`config.mk`:
```
export PLATFORM = sky130hd
export DESIGN_NAME = rom_arbiter
export DESIGN_NICKNAME = d
export VERILOG_FILES = /design/src/rtl/rv32i_pkg.sv /design/src/rtl/rom_arbiter_rr.sv /design/src/rtl/rom_arbiter.sv
export SDC_FILE = /design/constraint.sdc
export NUM_CORES = 1
export LEC_CHECK = 0
export CAP_MARGIN = 20
export CORE_MARGIN = 8
export CORE_UTILIZATION = 40
export CTS_CLUSTER_DIAMETER = 80
export DETAILED_ROUTE_END_ITERATION = 8
export PLACE_DENSITY = 0.87
export SLEW_MARGIN = 0
export SYNTH_ARGS = -nofsm -noshare
export SYNTH_HDL_FRONTEND = slang
export SYNTH_SLANG_ARGS = --single-unit
export TNS_END_PERCENT = 10
```
`constraint.sdc`:
```
create_clock -name clk -period 2.3 [get_ports clk]
set_clock_uncertainty 0.1 [all_clocks]
set_input_delay 0.69 -clock clk [delete_from_list [all_inputs] [get_ports clk]]
set_output_delay 0.69 -clock clk [all_outputs]
set_load 0.02 [all_outputs]
```
`src/rtl/rv32i_pkg.sv`:
```
// Shared rv32i definitions used by the memory-side blocks:
// line geometry, ROM arbiter state encoding and a line-alignment helper.
`ifndef CACHE_WORD_ADR_SIZE
`define CACHE_WORD_ADR_SIZE 2
`endif

package rv32i;

  localparam int ROM_LINE_W = 32 * 2**`CACHE_WORD_ADR_SIZE;

  typedef enum logic [1:0] {
    ARB_IDLE,
    ARB_ISSUE,
    ARB_WAIT,
    ARB_RESP
  } rom_arb_state_t;

  function automatic logic [31:0] line_base(
    logic [31:0] a,
    int unsigned off
  );
    return a & ~((32'd1 << off) - 32'd1);
  endfunction

endpackage

```
`src/rtl/rom_arbiter_rr.sv`:
```
// Two-input round-robin grant; the port that did not win last time
// wins a tie. last_gnt advances only when the caller accepts the grant.
module rr_arbiter2 (
  input  logic       clk,
  input  logic       reset,
  input  logic [1:0] req,
  input  logic       update,
  output logic       gnt,
  output logic       any
);

  logic last_gnt;

  assign any = |req;
  assign gnt = (&req) ? ~last_gnt : req[1];

  always_ff @(posedge clk) begin
    if (reset) begin
      last_gnt <= 1'b1;
    end else if (update) begin
      last_gnt <= gnt;
    end
  end

endmodule

```
`src/rtl/rom_arbiter.sv`:
```
// Shares the single line-read ROM port between two requesters:
// one transaction at a time, round-robin, with an oe timeout.
module rom_arbiter
  import rv32i::*;
#(
  parameter int WORD_ADR_SIZE = `CACHE_WORD_ADR_SIZE,
  parameter int TIMEOUT       = 64
) (
  input  logic                          clk,
  input  logic                          reset,
  input  logic                          req0,
  input  logic [31:0]                   addr0,
  input  logic                          req1,
  input  logic [31:0]                   addr1,
  output logic                          resp0_valid,
  output logic                          resp1_valid,
  output logic [32*(2**WORD_ADR_SIZE)-1:0] resp_data,
  output logic                          resp_err,
  output logic                          busy,
  output logic [31:0]                   rom_addr,
  output logic                          rom_re,
  input  logic [32*(2**WORD_ADR_SIZE)-1:0] rom_data,
  input  logic                          rom_oe
);

  localparam int WORDS = 2**WORD_ADR_SIZE;
  localparam int LW    = 32 * WORDS;
  localparam int OFF   = WORD_ADR_SIZE + 2;
  localparam logic [7:0] TLAST = 8'(TIMEOUT - 1);

  rom_arb_state_t state, state_n;

  logic [7:0]    cnt, cnt_n;
  logic          sel, sel_n;
  logic          gnt, any, upd;
  logic [31:0]   addr_n;
  logic [LW-1:0] data_n;
  logic          err_n, re_n, v0_n, v1_n;

  rr_arbiter2 u_rr (
    .clk    (clk),
    .reset  (reset),
    .req    ({req1, req0}),
    .update (upd),
    .gnt    (gnt),
    .any    (any)
  );

  always_comb begin
    state_n = state;
    cnt_n   = cnt;
    sel_n   = sel;
    addr_n  = rom_addr;
    data_n  = resp_data;
    err_n   = resp_err;
    upd     = 1'b0;
    re_n    = 1'b0;
    v0_n    = 1'b0;
    v1_n    = 1'b0;
    unique case (state)
      ARB_IDLE: begin
        if (any) begin
          upd     = 1'b1;
          sel_n   = gnt;
          addr_n  = line_base(gnt ? addr1 : addr0,
                              int'(OFF));
          re_n    = 1'b1;
          state_n = ARB_ISSUE;
        end
      end
      ARB_ISSUE: begin
        cnt_n   = 8'd0;
        state_n = ARB_WAIT;
      end
      ARB_WAIT: begin
        if (rom_oe) begin
          data_n  = rom_data;
          err_n   = 1'b0;
          v0_n    = ~sel;
          v1_n    = sel;
          state_n = ARB_RESP;
        end else if (cnt == TLAST) begin
          data_n  = '0;
          err_n   = 1'b1;
          v0_n    = ~sel;
          v1_n    = sel;
          state_n = ARB_RESP;
        end else begin
          cnt_n = cnt + 8'd1;
        end
      end
      ARB_RESP: begin
        state_n = ARB_IDLE;
      end
      default: state_n = ARB_IDLE;
    endcase
  end

  // Outputs are registered from the next-state values so they line up
  // with the state they belong to.
  always_ff @(posedge clk) begin
    if (reset) begin
      state       <= ARB_IDLE;
      cnt         <= 8'd0;
      sel         <= 1'b0;
      rom_addr    <= '0;
      rom_re      <= 1'b0;
      resp_data   <= '0;
      resp_err    <= 1'b0;
      resp0_valid <= 1'b0;
      resp1_valid <= 1'b0;
      busy        <= 1'b0;
    end else begin
      state       <= state_n;
      cnt         <= cnt_n;
      sel         <= sel_n;
      rom_addr    <= addr_n;
      rom_re      <= re_n;
      resp_data   <= data_n;
      resp_err    <= err_n;
      resp0_valid <= v0_n;
      resp1_valid <= v1_n;
      busy        <= (state_n != ARB_IDLE);
    end
  end

endmodule

```
After elaboration in Yosys (flattened, before gate mapping)
Cells that the tools add are included.
{"block": "totals", "register_bits": 173, "output_inout_bits": 165, "wordCells": 50}
{"block": "classes", "n_addsub": 1, "n_eq_ne": 6, "n_mux": 19, "bitwise": 3, "reduce_logical": 10}
{"operator": "2-to-1 mux 128 bit", "count": 2}
{"operator": "2-to-1 mux 32 bit", "count": 1}
{"operator": "2-to-1 mux 8 bit", "count": 2}
{"operator": "case mux 8 bit (2 select lines)", "count": 1}
{"operator": "2-to-1 mux 1 bit", "count": 9}
{"operator": "adder 8 x 1 -> 8 bit, second input constant", "count": 1}
{"operator": "equality test 8 x 6 -> 1 bit, second input constant", "count": 1}
{"operator": "case mux 2 bit (4 select lines)", "count": 1}
{"operator": "2-to-1 mux 2 bit", "count": 3}
{"operator": "AND reduction 2 bit", "count": 3}
{"operator": "nonzero test 2 bit", "count": 3}
{"operator": "equality test 2 bit, second input constant", "count": 2}
{"operator": "inequality test 2 bit, second input constant", "count": 2}
{"operator": "OR reduction 2 bit", "count": 2}
{"operator": "NOT 1 bit", "count": 3}
{"operator": "AND reduction 3 bit", "count": 1}
{"operator": "equality test 2 x 1 -> 1 bit, second input constant", "count": 1}
{"operator": "logical NOT 2 bit", "count": 1}

Depth between registers and ports, before layout
Gate-level depths: netlist (run 1).
{"block": "logic_depth", "depth_word": 5, "mapped_depth": 9, "ltp_nobuf": 6}

Hierarchy
A second synthesis (run 1) with hierarchy kept.
{"block": "hier_totals", "cells_unflattened": 648, "hier_area_um2": 6351.1}
{"module": "rom_arbiter", "instances": 1, "cells_each": 643, "area_per_inst_um2": 6302.3, "seq_area_each_um2": 3443.3}
{"module": "rr_arbiter2", "instances": 1, "cells_each": 5, "area_per_inst_um2": 48.8, "seq_area_each_um2": 20.0}

Worst setup path before layout (run 1)
Ideal clock, no wire load.
{"block": "synth_timing", "path_kind": "input to register", "from": "input port reset", "to": "register resp_data[62]", "setup_time_ps": 135, "arrival_ps": 1627, "required_ps": 2065, "slack_ps": 438, "path_stages": 4, "cell_sequence": "buf_2 clkbuf_1 clkbuf_1 nor2_2"}
{"item": "start, declared", "line": "rom_arbiter.sv:10", "source": "input logic reset,"}
{"item": "end signal, assigned", "line": "rom_arbiter.sv:119", "source": "resp_data <= data_n;"}
{"item": "end, declared", "line": "rom_arbiter.sv:17", "source": "output logic [32*(2**WORD_ADR_SIZE)-1:0] resp_data,"}
No word-level cell between the ends.

Worst setup path after layout (run 1)
{"block": "layout_timing", "from": "register rom_addr[4]", "to": "output port rom_addr[4]"}
{"item": "start, declared", "line": "rom_arbiter.sv:20", "source": "output logic [31:0] rom_addr,"}
{"item": "start signal, assigned", "line": "rom_arbiter.sv:117", "source": "rom_addr <= addr_n;"}
No word-level cell between the ends.

==> results of run 1 <==
-- cell families (layout without fill, tap and decap cells) --
family	count (synthesis)	count (layout)	synth area share, %
simple gates	192	192	14.6
compound gates	181	181	25.7
flops	173	173	48.1
buf+inv	65	412	6.67
mux	29	29	4.05
fa+ha+maj	5	5	0.869
other cells	1	4	0.0521
-- cell type report --
type | instances | share of cell area, %
clock buffers | 19 | 3.95
clock inverters | 13 | 1.08
inverters | 2 | 0.0655
multi-input cells | 411 | 28.6
flip-flops and latches | 173 | 30.2
well taps | 229 | 2.50
repair buffers | 378 | 33.6
-- placed cells by master (no fill, tap or decap), types with 3 or more instances in the layout --
cell / count
sky130_fd_sc_hd__nor2_2: 100
sky130_fd_sc_hd__clkinvlp_4: 3
sky130_fd_sc_hd__nor2_1: 59
sky130_fd_sc_hd__dfxtp_1: 173
sky130_fd_sc_hd__a21oi_1: 8
sky130_fd_sc_hd__clkdlybuf4s50_1: 346
sky130_fd_sc_hd__nand2b_1: 8
sky130_fd_sc_hd__nand3_1: 4
sky130_fd_sc_hd__a22oi_2: 100
sky130_fd_sc_hd__mux2i_1: 28
sky130_fd_sc_hd__buf_12: 11
sky130_fd_sc_hd__conb_1: 4
sky130_fd_sc_hd__o21ai_0: 4
sky130_fd_sc_hd__nor3_1: 3
sky130_fd_sc_hd__clkbuf_16: 17
sky130_fd_sc_hd__or2_2: 3
sky130_fd_sc_hd__buf_4: 18
sky130_fd_sc_hd__ha_1: 5
sky130_fd_sc_hd__nand2_1: 4
sky130_fd_sc_hd__a211oi_1: 29
sky130_fd_sc_hd__a22oi_1: 31
sky130_fd_sc_hd__inv_8: 4
sky130_fd_sc_hd__inv_6: 4
-- worst max-delay path by stage --
stage	startpoint	end	slack (ps)	depth (start not counted)
after floorplan	reset	resp_data[62]	440	4
after CTS	rom_addr[4]	rom_addr[4]	30	1
after global placement	rom_oe	resp_data[12]	-70	5
final	rom_addr[4]	rom_addr[4]	60	1
after detailed placement	rom_oe	resp_data[74]	-110	5
after global routing	rom_addr[4]	rom_addr[4]	2	1
-- metrics by stage --
step,setup TNS [ps],hold WS (ps)
global placement,-5540,350
detailed placement,-7030,349
floorplan,0,317
global route,0,380
CTS,0,363
finish,0,365
-- power by group through the flow --
stage	combinational [W]	sequential (W)	clock (W)
detailed placement	0.00407	0.00383	0
CTS	0.00409	0.00376	0.00287
finish	0.00404	0.00376	0.00280
floorplan	0.00191	0.00435	0
global placement	0.00400	0.00380	0
global route	0.00433	0.00382	0.00300
-- worst reg2reg max path: cells and delay by family, from the launching register on --
family	cells	cell delay [ps]
adders and majority gates	1	220
AOI/OAI and AO/OA	2	360
buffers and inverters	4	660
and+or+nand+nor	1	120
DFF	1	390
-- sequential cells by signal, indices dropped and copies added, names as in the netlist --
| name | cells |
|---|---|
| sel | 1 |
| u_rr.last_gnt | 1 |
| resp0_valid | 1 |
| rom_addr | 28 |
| state | 2 |
| resp_err | 1 |
| busy | 1 |
| rom_re | 1 |
| resp1_valid | 1 |
| cnt | 8 |
| resp_data | 128 |
-- repair_timing --
| action | CTS | global route |
|---|---|---|
| endpoints found under the setup margin | 0 | 2 |
| buffers inserted | 0 | 0 |
| gates resized for setup | 0 | 2 |
-- metal layers --
layer,vias up,track usage [%],wire length (um)
met3,24,8.69,2300
met2,275,33.6,11100
met4,0,5.10,386
met1,2835,21.1,8670
met5,-,0,0
li1,2983,-,-
==> results.md, run 1 <==
* complete, no violations — run status
* 0 — number of antenna violations at the first check in global routing
* 349 — port bufs
* 0.00691 W — Internal Dissipation
* 6317 — via count of the first global-routing pass
* 0.00369 W — total net switching power
* 362 — num ports
* 0 — CTS hold repair buffers
* 6117 — via total after detailed routing
* yes — TritonCTS clock tree
* 1 — buffers and inverters on the worst path
* sky130_fd_sc_hd__dfxtp_1 — most frequent cell after synthesis
* 26.4% — clock network fraction of total power
* 150 um — height of the die
* 173 — post-synthesis sequential element count
* 101 — largest net degree at the start of global routing
* 1225 — Layout Cells excl Fill
* 22500 sq um — die area
* 59.3% — layout overhead on the synthesized area
* sky130_fd_sc_hd__clkdlybuf4s50_1 — cell type of the slowest stage on the worst timing path
* 48.1% — sequential fraction of the synthesis area
* 173 — TritonCTS Sinks
* 49 — Core Rows
* sky130_fd_sc_hd__dfxtp_1 (48%), sky130_fd_sc_hd__a22oi_2 (17%), sky130_fd_sc_hd__nor2_2 (8.7%) — dominant cells by area after synthesis
* 1193 — number of instances in the placed design
* 652 ps — Worst-Margin Slew
* 0 — Post-DRT Antenna Nets
* resp0_valid — hold path endpoint
* 35.5% — portion of total power attributed to sequential cells
* 19.4% — global router's overall resource usage
* sel — HP Start
* 11500 sq um — final cell area excluding filler cells
* 34400 um — global-route wire length before repair
* 227 — number of violations reported at the end of detailed-routing iteration 0
* 400 ps — minimum setup slack among reg-to-reg paths
* 924 nW/um^2 — Pwr Density
* 17300 um — half-perimeter wire length after detailed placement
* 38.1% — power share of the combinational group
* 150 um — Die X
* 646 — post-synthesis instance total
* 8 — path depth of the worst reg2reg path
* sky130_fd_sc_hd__dfxtp_1 — commonest register cell after synthesis
* 0.631 mV — VDD IR max
* 3460 sq um — FF/Latch Area
* 0% — ys async rst share
* no — RSZ-0062 raised after global routing
* 446 MHz — fmax
* 0 — warning count from the yosys run
* 38 — number of unique standard cell types used by synthesis
* resp_data[58] — worst flop-to-flop path endpoint
* flip-flop to primary output — critical path class
* 0 — Hold Vio Cnt, Final
* 17 — number of CTS-inserted buffers
* 0 — number of max-slew violations in the final report
* sky130_fd_sc_hd__clkbuf_16 — Root Driver
* 0 — max-cap viol count
* 7200 sq um — combined area of all synthesized cells
* buffers and inverters — category of cells accounting for the largest share of critical-path delay
* primary output — sort of element at the end of the critical path
* 10900 sq um — area of placed instances
* sky130_fd_sc_hd__dfxtp_1 — area leader, netlist
* 97.5% — final critical-path share of the clock period
* 0.785 — Final Wtd Congestion
* 1 — hold path depth
* 17800 sq um — area of the core
* 1418 — Filler cells
* 40.4% — initial standard-cell utilization of the core
* 2 — clk buf depth
* 3.97 nW — Static Leak
* 0 — residual DRC count
* 34.8% — switching part of the total
* 2 — maximum fanout along the worst path
* 650 ps — biggest cell delay along the critical path
* sky130_fd_sc_hd__dfxtp_1 (173), sky130_fd_sc_hd__a22oi_2 (100), sky130_fd_sc_hd__nor2_2 (100), sky130_fd_sc_hd__nor2_1 (59), sky130_fd_sc_hd__a22oi_1 (31) — top cells by count, synth
* -114 ps — worst-case setup slack after placement
* 27.2% — share of final-layout standard cells stronger than drive strength 1
* flip-flop to flip-flop — kind of path behind the tightest hold check
* 57.2 ps — slack of the critical path
* 1185 — final net count
* 1450 ps — arrival time at the worst endpoint
* 4 — CTS H-Tree Depth
* clkdlybuf4s50_1 — series of cell instances along the critical path
* 0 — grt total ovfl
* 420 ps — clock insertion delay at the later pin of the skew report
* 4 — length of the first detailed-routing pass in iterations
* 0 — number of antenna diodes
* flip-flop — Startpoint Class
* 4.99 — number of vias per cell after detailed routing
* 2240 ps — final period demand of the worst path
* 0 — final setup vio count
* 64.3% — core utilization of the finished layout
* 0.0106 W — total chip power
* 56.6% — relative slew slack
* 70 ps — Clock transition at path regs
* 48.1% — fraction of post-synthesis cell area in the top cell type by area
* 22400 um — post-detailed-routing wire length
* 0 — number of enable-type register cells in the synthesized netlist
* state[0] — Critical R2R Launch
* 1510 ps — required time at the endpoint of the critical path
* 3280 sq um — combined area of the multi-input logic cells
* 11.1 sq um — Mean Syn Cell Area
* 18.3 um — wire length per cell after detailed routing
Power figures use the tool's default switching activity.
==> inputs of run 2 (changes only) <==
- CORE_ASPECT_RATIO: default -> 0.8
- CTS_CLUSTER_SIZE: default -> 24
==> run 2 against run 1 <==
  * First-iteration DRC count grew 28%
  * Utilization grew 0.21 points
  * Via count is essentially flat
  * Worst setup slack lost 9.1 ps
  * Global-route usage grew 0.33 points
  * Maximum frequency shrank 0.41%
  * Die area grew 0.12%
  * Non-clock buffer count grew 1
  * Critical path depth is the same
  * Worst hold slack gained 8.1 ps
  * Routed wire length grew 2.2%
  * Critical path type unchanged
  * Register-to-register slack is essentially flat
==> results.md, run 2 (synthesis gave the netlist of run 1 again) <==
* complete, no violations — run status, unchanged
* primary output — sort of element at the end of the critical path, unchanged
* 362 — num ports, unchanged
* 22600 sq um — die area, was 22500 sq um
* 0 — residual DRC count, unchanged
* 19.7% — global router's overall resource usage, was 19.4%
* 349 — port bufs, unchanged
* 6378 — via count of the first global-routing pass, was 6317
* 6121 — via total after detailed routing, was 6117
* 373 ps — Worst Hold Margin, was 365 ps
* 17 — number of CTS-inserted buffers, unchanged
* 35300 um — global-route wire length before repair, was 34400 um
* 0 — max-cap viol count, unchanged
* 38.5% — power share of the combinational group, was 38.1%
* 34.9% — portion of total power attributed to sequential cells, was 35.5%
* flip-flop to flip-flop — kind of path behind the tightest hold check, unchanged
* 4.99 — number of vias per cell after detailed routing, about the same
* 0.799 — Final Wtd Congestion, was 0.785
* 0 — Hold Vio Cnt, Final, unchanged
* yes — TritonCTS clock tree, unchanged
* buffers and inverters — category of cells accounting for the largest share of critical-path delay, unchanged
* 0 — number of gates resized after cts, unchanged
* 97.9% — final critical-path share of the clock period, was 97.5%
* 22900 um — post-detailed-routing wire length, was 22400 um
* 17900 sq um — area of the core, was 17800 sq um
* 0.00701 W — Internal Dissipation, was 0.00691 W
* 136 um — height of the die, was 150 um
* flip-flop to primary output — critical path class, unchanged
* 0 — postcts setup bufs, unchanged
* 4 — length of the first detailed-routing pass in iterations, unchanged
* 0 — final setup vio count, unchanged
* 27.3% — share of final-layout standard cells stronger than drive strength 1, was 27.2%
* 0 — CTS hold repair buffers, unchanged
* sky130_fd_sc_hd__clkdlybuf4s50_1 (348), sky130_fd_sc_hd__dfxtp_1 (173), sky130_fd_sc_hd__a22oi_2 (100), sky130_fd_sc_hd__nor2_2 (100), sky130_fd_sc_hd__nor2_1 (59) — most frequent cells in the layout, was sky130_fd_sc_hd__clkdlybuf4s50_1 (346), sky130_fd_sc_hd__dfxtp_1 (173), sky130_fd_sc_hd__a22oi_2 (100), sky130_fd_sc_hd__nor2_2 (100), sky130_fd_sc_hd__nor2_1 (59)
* sky130_fd_sc_hd__clkdlybuf4s50_1 — most common library cell in the layout ignoring fill and taps, unchanged
* clkdlybuf4s50_1 — series of cell instances along the critical path, unchanged
* 11500 sq um — final cell area excluding filler cells, about the same
* 18.7 um — wire length per cell after detailed routing, was 18.3 um
* 17700 um — half-perimeter wire length after detailed placement, was 17300 um
* sky130_fd_sc_hd__clkdlybuf4s50_1 — cell type of the slowest stage on the worst timing path, unchanged
* 0 — Post-DRT Antenna Nets, unchanged
* 44 — Core Rows, was 49
* 173 — TritonCTS Sinks, unchanged
* 1186 — final net count, was 1185
* 10900 sq um — area of placed instances, about the same
* 40.2% — initial standard-cell utilization of the core, was 40.4%
* 0 — number of antenna diodes, unchanged
* 3460 sq um — FF/Latch Area, unchanged
* 0.539 mV — VDD IR max, was 0.631 mV
* 35.0% — switching part of the total, was 34.8%
* 1363 — Filler cells, was 1418
* 60.3% — layout overhead on the synthesized area, was 59.3%
* 3280 sq um — combined area of the multi-input logic cells, unchanged
* 0 — number of max-slew violations in the final report, unchanged
* 70 ps — Clock transition at path regs, about the same
* sky130_fd_sc_hd__clkbuf_16 — Root Driver, unchanged
* 444 MHz — fmax, was 446 MHz
* 4 — CTS H-Tree Depth, unchanged
* 128 — Largest register FFs, unchanged
* 48.1 ps — slack of the critical path, was 57.2 ps
* 660 ps — biggest cell delay along the critical path, was 650 ps
* 2 — maximum fanout along the worst path, unchanged
* 3.97 nW — Static Leak, about the same
* 1 — buffers and inverters on the worst path, unchanged
* 291 — number of violations reported at the end of detailed-routing iteration 0, was 227
* 2 — clk buf depth, unchanged
* 0 — number of antenna violations at the first check in global routing, unchanged
* 420 ps — clock insertion delay at the later pin of the skew report, about the same
* 0.0108 W — total chip power, was 0.0106 W
* flip-flop — Startpoint Class, unchanged
* 936 nW/um^2 — Pwr Density, was 924 nW/um^2
* 0 — grt total ovfl, unchanged
* resp_data x128, rom_addr x28, cnt x8 — Largest regs, unchanged
* 52 — largest net degree at the start of global routing, was 101
* 1460 ps — arrival time at the worst endpoint, was 1450 ps
* 2250 ps — final period demand of the worst path, was 2240 ps
* no — RSZ-0062 raised after global routing, unchanged
* resp_data — register ranked first by flip-flop count, unchanged
* 166 um — Die X, was 150 um
* -40.1 ps — worst-case setup slack after placement, was -114 ps
* 1510 ps — required time at the endpoint of the critical path, about the same
* 26.6% — clock network fraction of total power, was 26.4%
* 0.00378 W — total net switching power, was 0.00369 W
## run 2: cell types whose count changed in the layout (fill, tap and decap cells not counted), sizes merged
| cell | change |
|---|---|
| clkinv | +3 |
| clkinvlp | -3 |
| clkdlybuf4s50 | +2 |
| dlymetal6s2s | -2 |
| buf | +1 |
## run 2: worst paths after layout
kind	slack, ps	startpoint	endpoint	depth (start not counted)
worst max register to register	400	cnt[0]	resp_data[94]	7
worst min-delay path	370	sel	resp0_valid	1
worst max-delay path	50	rom_addr[28]	rom_addr[28]	1
worst min register to register	370	sel	resp0_valid	1
## run 2: worst register-to-register path: stages (launching register included)
cell and delay (ps):
sky130_fd_sc_hd__dfxtp_1 370, sky130_fd_sc_hd__ha_1 190, sky130_fd_sc_hd__and3_1 350, sky130_fd_sc_hd__a31oi_4 180, sky130_fd_sc_hd__buf_12 190, sky130_fd_sc_hd__buf_4 170, sky130_fd_sc_hd__a22oi_1 160, sky130_fd_sc_hd__nor2_1 70
## run 2: power by group through the flow
| stage | clock, W | sequential (W) | combinational [W] |
|---|---|---|---|
| final | 0.00287 | 0.00377 | 0.00416 |
| after global routing | 0.00307 | 0.00383 | 0.00445 |
| after CTS | 0.00294 | 0.00377 | 0.00420 |
| after detailed placement | 0 | 0.00383 | 0.00417 |
| after global placement | 0 | 0.00381 | 0.00410 |
| after floorplan | 0 | 0.00435 | 0.00191 |
## run 2: stage by stage
step                      utilization, %  instances  TNS, ps
after floorplan                        -        649        0
after global placement              61.2       1195     -123
after detailed placement            61.2       1195     -122
after CTS                           64.5       1227        0
after global routing                64.5       1227        0
final                               64.5       1227        0
## run 2: cell type report
type,instances,area share [%]
Multi-Input combinational cell,411,28.4
Sequential cell,173,30.0
Clock buffer,19,3.93
Inverter,2,0.0651
Timing Repair Buffer,379,33.9
Tap cell,230,2.49
Clock inverter,13,1.23
## run 2: per-layer routing
layer | routed length, um | vias to the layer above | global-route usage [%]
met5 | 0 | - | 0
met4 | 439 | 0 | 5.99
met3 | 1910 | 29 | 7.72
met2 | 11300 | 254 | 34.3
met1 | 9280 | 2863 | 22.1
li1 | - | 2975 | -
==> inputs of run 3 (changes only) <==
- HOLD_SLACK_MARGIN: default -> 0.12
==> results of run 3 <==
Same layout as run 2: the final DEF is identical, and so are final timing and power.
